## src/rtl/div_pkg.sv

```systemverilog
// Shared types and defaults for the divider-reconstruction block.
package div_pkg;

    // Default quotient/divisor/remainder width
    localparam int unsigned DIV_W     = 8;
    // Default accumulator width for error statistics
    localparam int unsigned DIV_ACC_W = 32;

    // Saturation ceiling of the default-width accumulators
    localparam logic [DIV_ACC_W-1:0] ACC_SAT_MAX_DEF = '1;

    // Reconstruction FSM states
    typedef enum logic [1:0] {
        S_IDLE,
        S_MUL,
        S_DONE
    } state_e;

endpackage : div_pkg

```

## src/rtl/div_recon_absdiff.sv

```systemverilog
// Combinational unsigned absolute difference |a - b|, never wraps.
module div_recon_absdiff #(
    parameter int unsigned N = 16
) (
    input  logic [N-1:0] a_i,
    input  logic [N-1:0] b_i,
    output logic [N-1:0] diff_o
);

    // Subtract the smaller operand from the larger one
    always_comb begin
        diff_o = (a_i >= b_i) ? (a_i - b_i) : (b_i - a_i);
    end

endmodule : div_recon_absdiff

```

## src/rtl/div_array_reconstruct_seq.sv

```systemverilog
// Rebuilds n = q*d + r from a divider result with a W-cycle shift-add
// multiplier, reports |n_ref - n| and keeps saturating error statistics.
module div_array_reconstruct_seq
    import div_pkg::*;
#(
    parameter int unsigned W     = DIV_W,
    parameter int unsigned ACC_W = DIV_ACC_W
) (
    input  logic             clk,
    input  logic             rst_n,
    input  logic             in_valid,
    output logic             in_ready,
    input  logic [W-1:0]     in_q,
    input  logic [W-1:0]     in_d,
    input  logic [W-1:0]     in_r,
    input  logic [2*W-1:0]   in_n_ref,
    output logic             out_valid,
    input  logic             out_ready,
    output logic [2*W-1:0]   out_n,
    output logic [2*W-1:0]   out_err,
    input  logic             clr,
    output logic [ACC_W-1:0] err_sum,
    output logic [ACC_W-1:0] sample_cnt
);

    localparam int unsigned NW = 2 * W;
    localparam int unsigned KW = (W > 1) ? $clog2(W) : 1;
    // Wide enough to hold err_sum + out_err without losing the carry
    localparam int unsigned SW = ((ACC_W > NW) ? ACC_W : NW) + 1;
    localparam logic [ACC_W-1:0] SAT_MAX = '1;

    state_e           state_q;
    logic [W-1:0]     q_q;
    logic [W-1:0]     d_q;
    logic [NW-1:0]    nref_q;
    logic [NW-1:0]    acc_q;
    logic [KW-1:0]    k_q;
    logic             in_ready_q;
    logic             out_valid_q;
    logic [NW-1:0]    out_n_q;
    logic [NW-1:0]    out_err_q;
    logic [ACC_W-1:0] err_sum_q;
    logic [ACC_W-1:0] sample_cnt_q;

    logic [NW-1:0]    add_term;
    logic [NW-1:0]    acc_d;
    logic [NW-1:0]    err_d;
    logic             last_bit;
    logic             done_hs;
    logic [SW-1:0]    sum_wide;
    logic [ACC_W-1:0] err_sum_d;
    logic [ACC_W-1:0] sample_cnt_d;

    // Partial product for the current quotient bit and the next accumulator value
    always_comb begin
        add_term = '0;
        if (q_q[k_q]) begin
            add_term = NW'(d_q) << k_q;
        end
        acc_d    = acc_q + add_term;
        last_bit = (k_q == KW'(W - 1));
        done_hs  = (state_q == S_DONE) && out_valid_q && out_ready;
    end

    // Error of the final accumulator value, registered on the last MUL cycle
    div_recon_absdiff #(
        .N (NW)
    ) u_absdiff (
        .a_i    (nref_q),
        .b_i    (acc_d),
        .diff_o (err_d)
    );

    // Saturating next values for the statistics accumulators
    always_comb begin
        sum_wide  = SW'(err_sum_q) + SW'(out_err_q);
        err_sum_d = (sum_wide > SW'(SAT_MAX)) ? SAT_MAX : sum_wide[ACC_W-1:0];
        sample_cnt_d = (sample_cnt_q == SAT_MAX) ? SAT_MAX : sample_cnt_q + ACC_W'(1);
    end

    // Control FSM, shift-add datapath and registered result outputs
    always_ff @(posedge clk or negedge rst_n) begin
        if (!rst_n) begin
            state_q     <= S_IDLE;
            q_q         <= '0;
            d_q         <= '0;
            nref_q      <= '0;
            acc_q       <= '0;
            k_q         <= '0;
            in_ready_q  <= 1'b0;
            out_valid_q <= 1'b0;
            out_n_q     <= '0;
            out_err_q   <= '0;
        end else begin
            case (state_q)
                S_IDLE: begin
                    in_ready_q <= 1'b1;
                    if (in_valid && in_ready_q) begin
                        q_q        <= in_q;
                        d_q        <= in_d;
                        nref_q     <= in_n_ref;
                        acc_q      <= NW'(in_r);
                        k_q        <= '0;
                        in_ready_q <= 1'b0;
                        state_q    <= S_MUL;
                    end
                end
                S_MUL: begin
                    acc_q <= acc_d;
                    k_q   <= k_q + KW'(1);
                    if (last_bit) begin
                        out_valid_q <= 1'b1;
                        out_n_q     <= acc_d;
                        out_err_q   <= err_d;
                        state_q     <= S_DONE;
                    end
                end
                S_DONE: begin
                    if (out_ready) begin
                        out_valid_q <= 1'b0;
                        in_ready_q  <= 1'b1;
                        state_q     <= S_IDLE;
                    end
                end
                default: begin
                    state_q    <= S_IDLE;
                    in_ready_q <= 1'b0;
                end
            endcase
        end
    end

    // Error statistics; clear takes priority over a coincident result handshake
    always_ff @(posedge clk or negedge rst_n) begin
        if (!rst_n) begin
            err_sum_q    <= '0;
            sample_cnt_q <= '0;
        end else if (clr) begin
            err_sum_q    <= '0;
            sample_cnt_q <= '0;
        end else if (done_hs) begin
            err_sum_q    <= err_sum_d;
            sample_cnt_q <= sample_cnt_d;
        end
    end

    assign in_ready   = in_ready_q;
    assign out_valid  = out_valid_q;
    assign out_n      = out_n_q;
    assign out_err    = out_err_q;
    assign err_sum    = err_sum_q;
    assign sample_cnt = sample_cnt_q;

endmodule : div_array_reconstruct_seq

```

## config.mk

```make
export PLATFORM = sky130hd
export DESIGN_NAME = div_array_reconstruct_seq
export DESIGN_NICKNAME = d
export VERILOG_FILES = /design/src/rtl/div_pkg.sv /design/src/rtl/div_recon_absdiff.sv /design/src/rtl/div_array_reconstruct_seq.sv
export SDC_FILE = /design/constraint.sdc
export NUM_CORES = 1
export LEC_CHECK = 0
export CAP_MARGIN = 20
export CORE_AREA = 4 4 141 211
export CTS_BUF_LIST = sky130_fd_sc_hd__clkbuf_4 sky130_fd_sc_hd__clkbuf_8
export DETAILED_ROUTE_END_ITERATION = 10
export DIE_AREA = 0 0 145 215
export GPL_ROUTABILITY_DRIVEN = 0
export SLEW_MARGIN = 10
export SYNTH_ARGS = -nofsm -noshare
export SYNTH_HDL_FRONTEND = slang
export SYNTH_HIERARCHICAL = 1
export SYNTH_SLANG_ARGS = --single-unit
```

## constraint.sdc

```tcl
create_clock -name clk -period 5.1 [get_ports clk]
set_clock_uncertainty 0.2 [all_clocks]
set_input_delay 1.02 -clock clk [delete_from_list [all_inputs] [get_ports clk]]
set_output_delay 1.02 -clock clk [all_outputs]
set_load 0.01 [all_outputs]
```

==> run_results.csv <==
group,metric,value,unit
run_status,outcome,"complete, no violations",
grt,antenna_found_initial,0,
worst_hold_path,hold_class,"flip-flop to flip-flop",
logic_synthesis,synth_top_area_cell,"dfrtp_1",
routing,wirelength,29900,µm
floorplanning,fp.dieH,215,µm
timing,setup_viol,0,
clocking,clkSlewWorstSetupHoldPaths,0.10,ns
logic_synthesis,ys_ff_latch,151,
pwr,total_power,0.0117,W
pwr,clock_power_share,0.088,
logic_synthesis,ys_seq_area_frac,0.371,
clocking,tritoncts,"yes",
final_layout,final_cells,1649,
routing,vias,9070,
grt,grt_pass1_wl,48200,µm
grt,first_global_vias,9232,
floorplanning,start_util,0.366,
logic_synthesis,synth.most_common_cell,"dfrtp_1",
routing,drtIter0Drc,492,
floorplanning,dieArea,0.0312,mm²
clocking,clk_latency,0.47,ns
routing,antenna_left,0,
clocking,ctsRootBufferMaster,"clkbuf_8",
worst_setup_path,start_kind,"flip-flop",
logic_synthesis,syn_avg_cell_area,9.36,µm²
final_layout,fin_nets,1404,
routing,via_per_inst,5.50,
floorplanning,chipWidth,145,µm
logic_synthesis,syn-instance-count,1089,
pwr,p_comb_frac,0.754,
worst_setup_path,required,5.25,ns
logic_synthesis,ys_warn_count,6,
logic_synthesis,synth_top_cells_by_count,"151 x dfrtp_1, 93 x a21oi_1, 86 x nor2_1",
pwr,p_seq_frac,0.158,
logic_synthesis,synth_ff_type,"dfrtp_1",
logic_synthesis,synth_top_area_frac,0.371,
pwr,total_leakage_power,5.89,nW
timing,fmax,198,MHz
timing,min_period,5.04,ns
pwr,internal_power,0.00639,W
worst_setup_path,worstPathMaxFanout,8,
logic_synthesis,syn_nets,1203,
place,io_buffer_count,142,
place,dp_cells,1588,
pwr,power_density,864,mW/mm²
floorplanning,boundaryPins,143,
logic_synthesis,async_flop_share,1.00,
place,hpwl,22100,µm
timing,relSlewSlack,0.300,
clocking,clockBufferDepth,2,
timing,final_hold_viol_count,0,
timing,drv_slew,0,
flow_run,cap_violations,0,
clocking,numCtsBuffers,17,
worst_setup_path,crit_type,"flip-flop to flip-flop",
worst_setup_path,worstPathArrival,5.19,ns
logic_synthesis,ys_top_cells_by_area,"dfrtp_1 37%, ha_1 8.0%, mux2_2 5.9%",
logic_synthesis,synthDistinctLibCells,85,
pwr,ir_worst_vdd,611,µV
timing,finalCritPeriodShare,0.988,
routing,firstDrtPassIters,5,
final_layout,drive_gt1_frac,0.226,
grt,grt_max_degree,87,
routing,drc,0,
worst_setup_path,crit_path_end_kind,"flip-flop",
timing,worst_pin_slew,1.05,ns
floorplanning,core.rowCount,75,
timing,grt_setup_unrepaired,"yes",
pwr,p_sw,0.00531,W
routing,wl_per_cell,18.1,µm
clocking,clock-sinks,151,
logic_synthesis,synth_edf_count,0,
final_layout,area_growth,32.7,%
floorplanning,core_area,0.0279,mm²
clocking,h-tree-depth,4,
grt,overflow,0,
logic_synthesis,syn-cell-area,0.0102,mm²
pwr,p_sw_frac,0.454,
final_layout,fin_util,0.486,
grt,grt_usage,0.189,
final_layout,antenna_cells,0,
## flip-flops by register name, indices dropped and copies added (netlist names)
| name | flops |
|---|---|
| sample_cnt | 32 |
| err_sum | 32 |
| in_ready | 1 |
| out_valid | 1 |
| k_q | 3 |
| state_q | 2 |
| d_q | 8 |
| out_n | 16 |
| out_err | 16 |
| nref_q | 16 |
| q_q | 8 |
| acc_q | 16 |
## per-stage QoR
stage	hold WS [ns]	setup TNS (ns)	cell area, µm²	setup WS [ns]
finish	0.280	0	13500	0.0595
global placement	0.268	-0.374	12300	-0.0351
CTS	0.289	0	13200	0.000334
detailed placement	0.269	-2.17	12300	-0.193
floorplan	0.253	0	10300	0.000479
global route	0.316	-1.50	13500	-0.149
## placed cells by master, fill, tap and decap left out, types with 14 or more instances in the layout
cell type,count
nand3_1,23
clkdlybuf4s50_1,140
mux2_2,49
nor2_1,83
a21oi_1,86
buf_4,82
nand2_1,64
a211oi_1,25
o21ai_0,56
and3_1,19
xnor2_1,14
mux2i_1,17
dfrtp_1,150
nor3_1,33
ha_4,15
xor2_1,21
inv_1,66
clkbuf_8,19
ha_1,48
and4_1,15
## cells by family (layout without fill, tap and decap cells)
logic type / Yosys count / after routing / share of synthesized area
compound gates: 298 / 298 / 0.196
flops: 151 / 151 / 0.371
fa+ha+maj: 69 / 69 / 0.0876
mux: 83 / 83 / 0.0905
xor+xnor: 39 / 39 / 0.0335
buf+inv: 126 / 340 / 0.0523
simple gates: 323 / 323 / 0.169
## critical path, stage by stage, from the launching register on
cell      delay, ns
dfrtp_2        0.46
mux4_2         0.37
nand2_4        0.07
or3_4          0.40
buf_6          0.13
fa_2           0.35
nor2b_1        0.13
o21a_1         0.16
a311oi_2       0.14
a211o_1        0.32
buf_6          0.14
a21oi_4        0.16
xnor2_2        0.14
inv_2          0.06
buf_6          0.12
ha_4           0.25
nand2_4        0.09
nor3_4         0.04
a221oi_4       0.28
buf_4          0.17
buf_12         0.14
mux2i_2        0.24
xor2_1         0.09
mux2_2         0.26
## worst paths after layout
path                       slack [ns]                 endpoint                   from  cells past startpoint
hold reg to reg                  0.28    out_n[15]$_DFFE_PN0P_  out_n[15]$_DFFE_PN0P_                      2
max in group asynchronous        3.46  err_sum[31]$_DFFE_PN0P_                  rst_n                      2
setup reg to reg                 0.06   out_err[2]$_DFFE_PN0P_     k_q[0]$_DFFE_PN0P_                     23
hold / removal                   0.28    out_n[15]$_DFFE_PN0P_  out_n[15]$_DFFE_PN0P_                      2
setup / recovery                 0.06   out_err[2]$_DFFE_PN0P_     k_q[0]$_DFFE_PN0P_                     23
min in group asynchronous        0.32     out_n[2]$_DFFE_PN0P_                  rst_n                      1
## what timing repair did
item                                   4_1_cts  5_1_grt
gates cloned                                 2        0
endpoints found under the hold margin        0        0
resized for setup                           50       54
buffers inserted                            17       11
pin swaps                                   32       26
hold buffers                                 0        0
setup endpoints to repair                   14       15
## area by class of cell
| type | instances | area [µm²] |
|---|---|---|
| Sequential cell | 151 | 3780 |
| Fill cell | 2611 | 14300 |
| Timing Repair Buffer | 234 | 2180 |
| Tap cell | 346 | 433 |
| Inverter | 74 | 278 |
| Clock inverter | 13 | 170 |
| Multi-Input combinational cell | 812 | 6430 |
| Clock buffer | 19 | 262 |
## power groups by stage
stage	combinational, W	sequential [W]	clock, W
floorplan	0.00472	0.00179	0
global placement	0.00710	0.00185	0
detailed placement	0.00717	0.00185	0
CTS	0.00798	0.00184	0.00106
global route	0.00957	0.00189	0.00111
finish	0.00882	0.00185	0.00103
## layer usage
layer / part of all wire / up-vias / global-route usage
li1: - / 4356 / -
met2: 0.54 / 220 / 0.355
met1: 0.39 / 4440 / 0.210
met4: 0.037 / 0 / 0.0780
met5: 0 / - / 0
met3: 0.033 / 54 / 0.0327
(Power assumes the default switching activity.)
==> variant, RTL diff (config.mk and constraints unchanged) <==
Re-encode `state_e` (3 states) as one-hot, 3 bits wide.
--- a/src/rtl/div_pkg.sv
+++ b/src/rtl/div_pkg.sv
@@ -10,10 +10,10 @@
     localparam logic [DIV_ACC_W-1:0] ACC_SAT_MAX_DEF = '1;
 
     // Reconstruction FSM states
-    typedef enum logic [1:0] {
-        S_IDLE,
-        S_MUL,
-        S_DONE
+    typedef enum logic [2:0] {
+        S_IDLE = 3'b001,
+        S_MUL  = 3'b010,
+        S_DONE = 3'b100
     } state_e;
 
 endpackage : div_pkg
Function: same outputs for any inputs over 10 cycles, from zero or initial values and one cycle with rst_n low; not proved beyond that.
==> variant against the unedited design <==
Setup slack better by 8.7 ps; sequential cell count is 1 higher; worst hold slack better by 3.5 ps; utilization is 1.6 points lower; routed wire length is 2.0% lower; cell area is 3.3% lower; synthesized area is 1.0% higher; power is 39% lower.
==> variant: results (changes against the unedited design) <==
Status
  – Run status: finished, final reports clean

Timing
  – Hold Worst Slack: 284 ps (+3.49 ps)
  – Relative slew margins: 39.0% (+9.0 points)

Worst setup path
  – FF-to-FF End: out_err[6]
  – CP peak stage delay: 490 ps (+30 ps)
  – Slowest CP cell: mux4_2
  – Worst Reg-to-Reg Cells: 22 (-4.3%)

Power
  – Sw Pwr: 3.14 mW (-41%)
  – Clk. pwr: 972 uW (-6%)
  – LEAKAGE: 5.77 nW (-2.0%)
  – Worst VDD drop: 353 uV (-42%)
  – Sequential power: 1.56 mW (-16%)

Placement
  – Pre-CTS setup slack: -86.6 ps (+107 ps)
  – DP HPWL: 21900 um (-0.82%)

Finish
  – Final nets: 1461 (+4.1%)
  – FILL cells: 2750 (+5.3%)
  – Share of cells above drive strength 1: 14.1% (-8.4 points)

GRT
  – M2 GR Usage: 33.7% (-1.8 points)
  – Global-route wire length before repair: 47000 um (-2.6%)
  – Met3 Usage GRT: 3.37% (+0.11 points)
  – Global routing usage on met1: 21.4% (+0.35 points)
  – Total global-route track usage: 18.3% (-0.61 points)

Detailed routing
  – Wire length per cell: 17.2 um (-5.3%)
  – Vias post-DR: 9417 (+3.8%)
  – M1 WL: 12000 um (+3.4%)
  – Initial DRC count: 498 (+1.2%)
  – Total length of routed met2 wires: 15400 um (-4.9%)
  – Met3 Wirelength: 1180 um (+19%)

Synthesis
  – Netlist cell types: 78 (-8.2%)
  – Synth top cells by count: 164 x nand2_1, 151 x dfrtp_1, 95 x nor2_1, 72 x inv_1, 69 x a21oi_1
  – Gate Count Post-Synth: 1186 (+8.9%)
  – Sequential-to-total area share from yosys stat: 36.9% (-0.13 points)
  – Syn_nets: 1300 (+8.1%)
  – Synth area leaders: dfrtp_1 37%, ha_1 7.9%, nand2_1 6.0%, nor2_1 3.5%, a21oi_1 3.4%

Clock network
  – Clock slew at reported path FFs: 80 ps (-20 ps)

Min path
  – WHS Endpoint: q_q[1]
==> variant: cell types whose count changed after synthesis, moves of 10 or more <==
cell	delta
mux2_2	-30
a31oi_1	+15
a21oi_1	-24
o21ai_0	+10
nand3_1	+12
xor2_1	-10
nand2_1	+94
==> variant: kinds of logic after synthesis <==
| family | count (synthesis) | share of synthesized area [%] |
|---|---|---|
| compound gates | 315 | 21.0 |
| fa+ha+maj | 69 | 8.67 |
| xor+xnor | 33 | 2.81 |
| flops | 152 | 36.9 |
| simple gates | 439 | 20.2 |
| mux | 48 | 5.19 |
| buf+inv | 130 | 5.20 |
==> variant: final cells by class <==
cell class / instances / share of cell area [%]
Clock buffer: 20 / 2.06
Clock inverter: 12 / 1.09
Inverter: 72 / 2.07
Multi-Input combinational cell: 904 / 47.8
Sequential cell: 152 / 29.1
Tap cell: 346 / 3.31
Timing Repair Buffer: 200 / 14.6
==> variant: tightest hold or removal path, stage by stage (launching register included) <==
cell,delay (ps)
dfrtp_1,350
nand2_1,50
nand2_1,50
==> variant: what timing repair did <==
action	4_1_cts	5_1_grt
gates cloned	1	0
resized for setup	14	51
pin swaps	4	16
setup buffers	6	9
endpoints found under the setup margin	14	15
==> variant: worst max-delay path by stage <==
stage,endpoint,depth (start not counted)
after floorplan,out_err[12],22
after global placement,out_err[3],20
after detailed placement,out_err[11],21
after CTS,out_err[11],22
after global routing,out_err[14],22
final,out_err[6],22
==> variant: metrics by stage <==
| stage | instances | cell area (um2) | power [mW] |
|---|---|---|---|
| after global placement | 1658 | 12200 | 5.38 |
| after detailed placement | 1658 | 12200 | 5.43 |
| final | 1706 | 13100 | 7.08 |
| after floorplan | 1186 | 10300 | 4.34 |
| after CTS | 1697 | 12800 | 6.60 |
| after global routing | 1706 | 13100 | 7.64 |
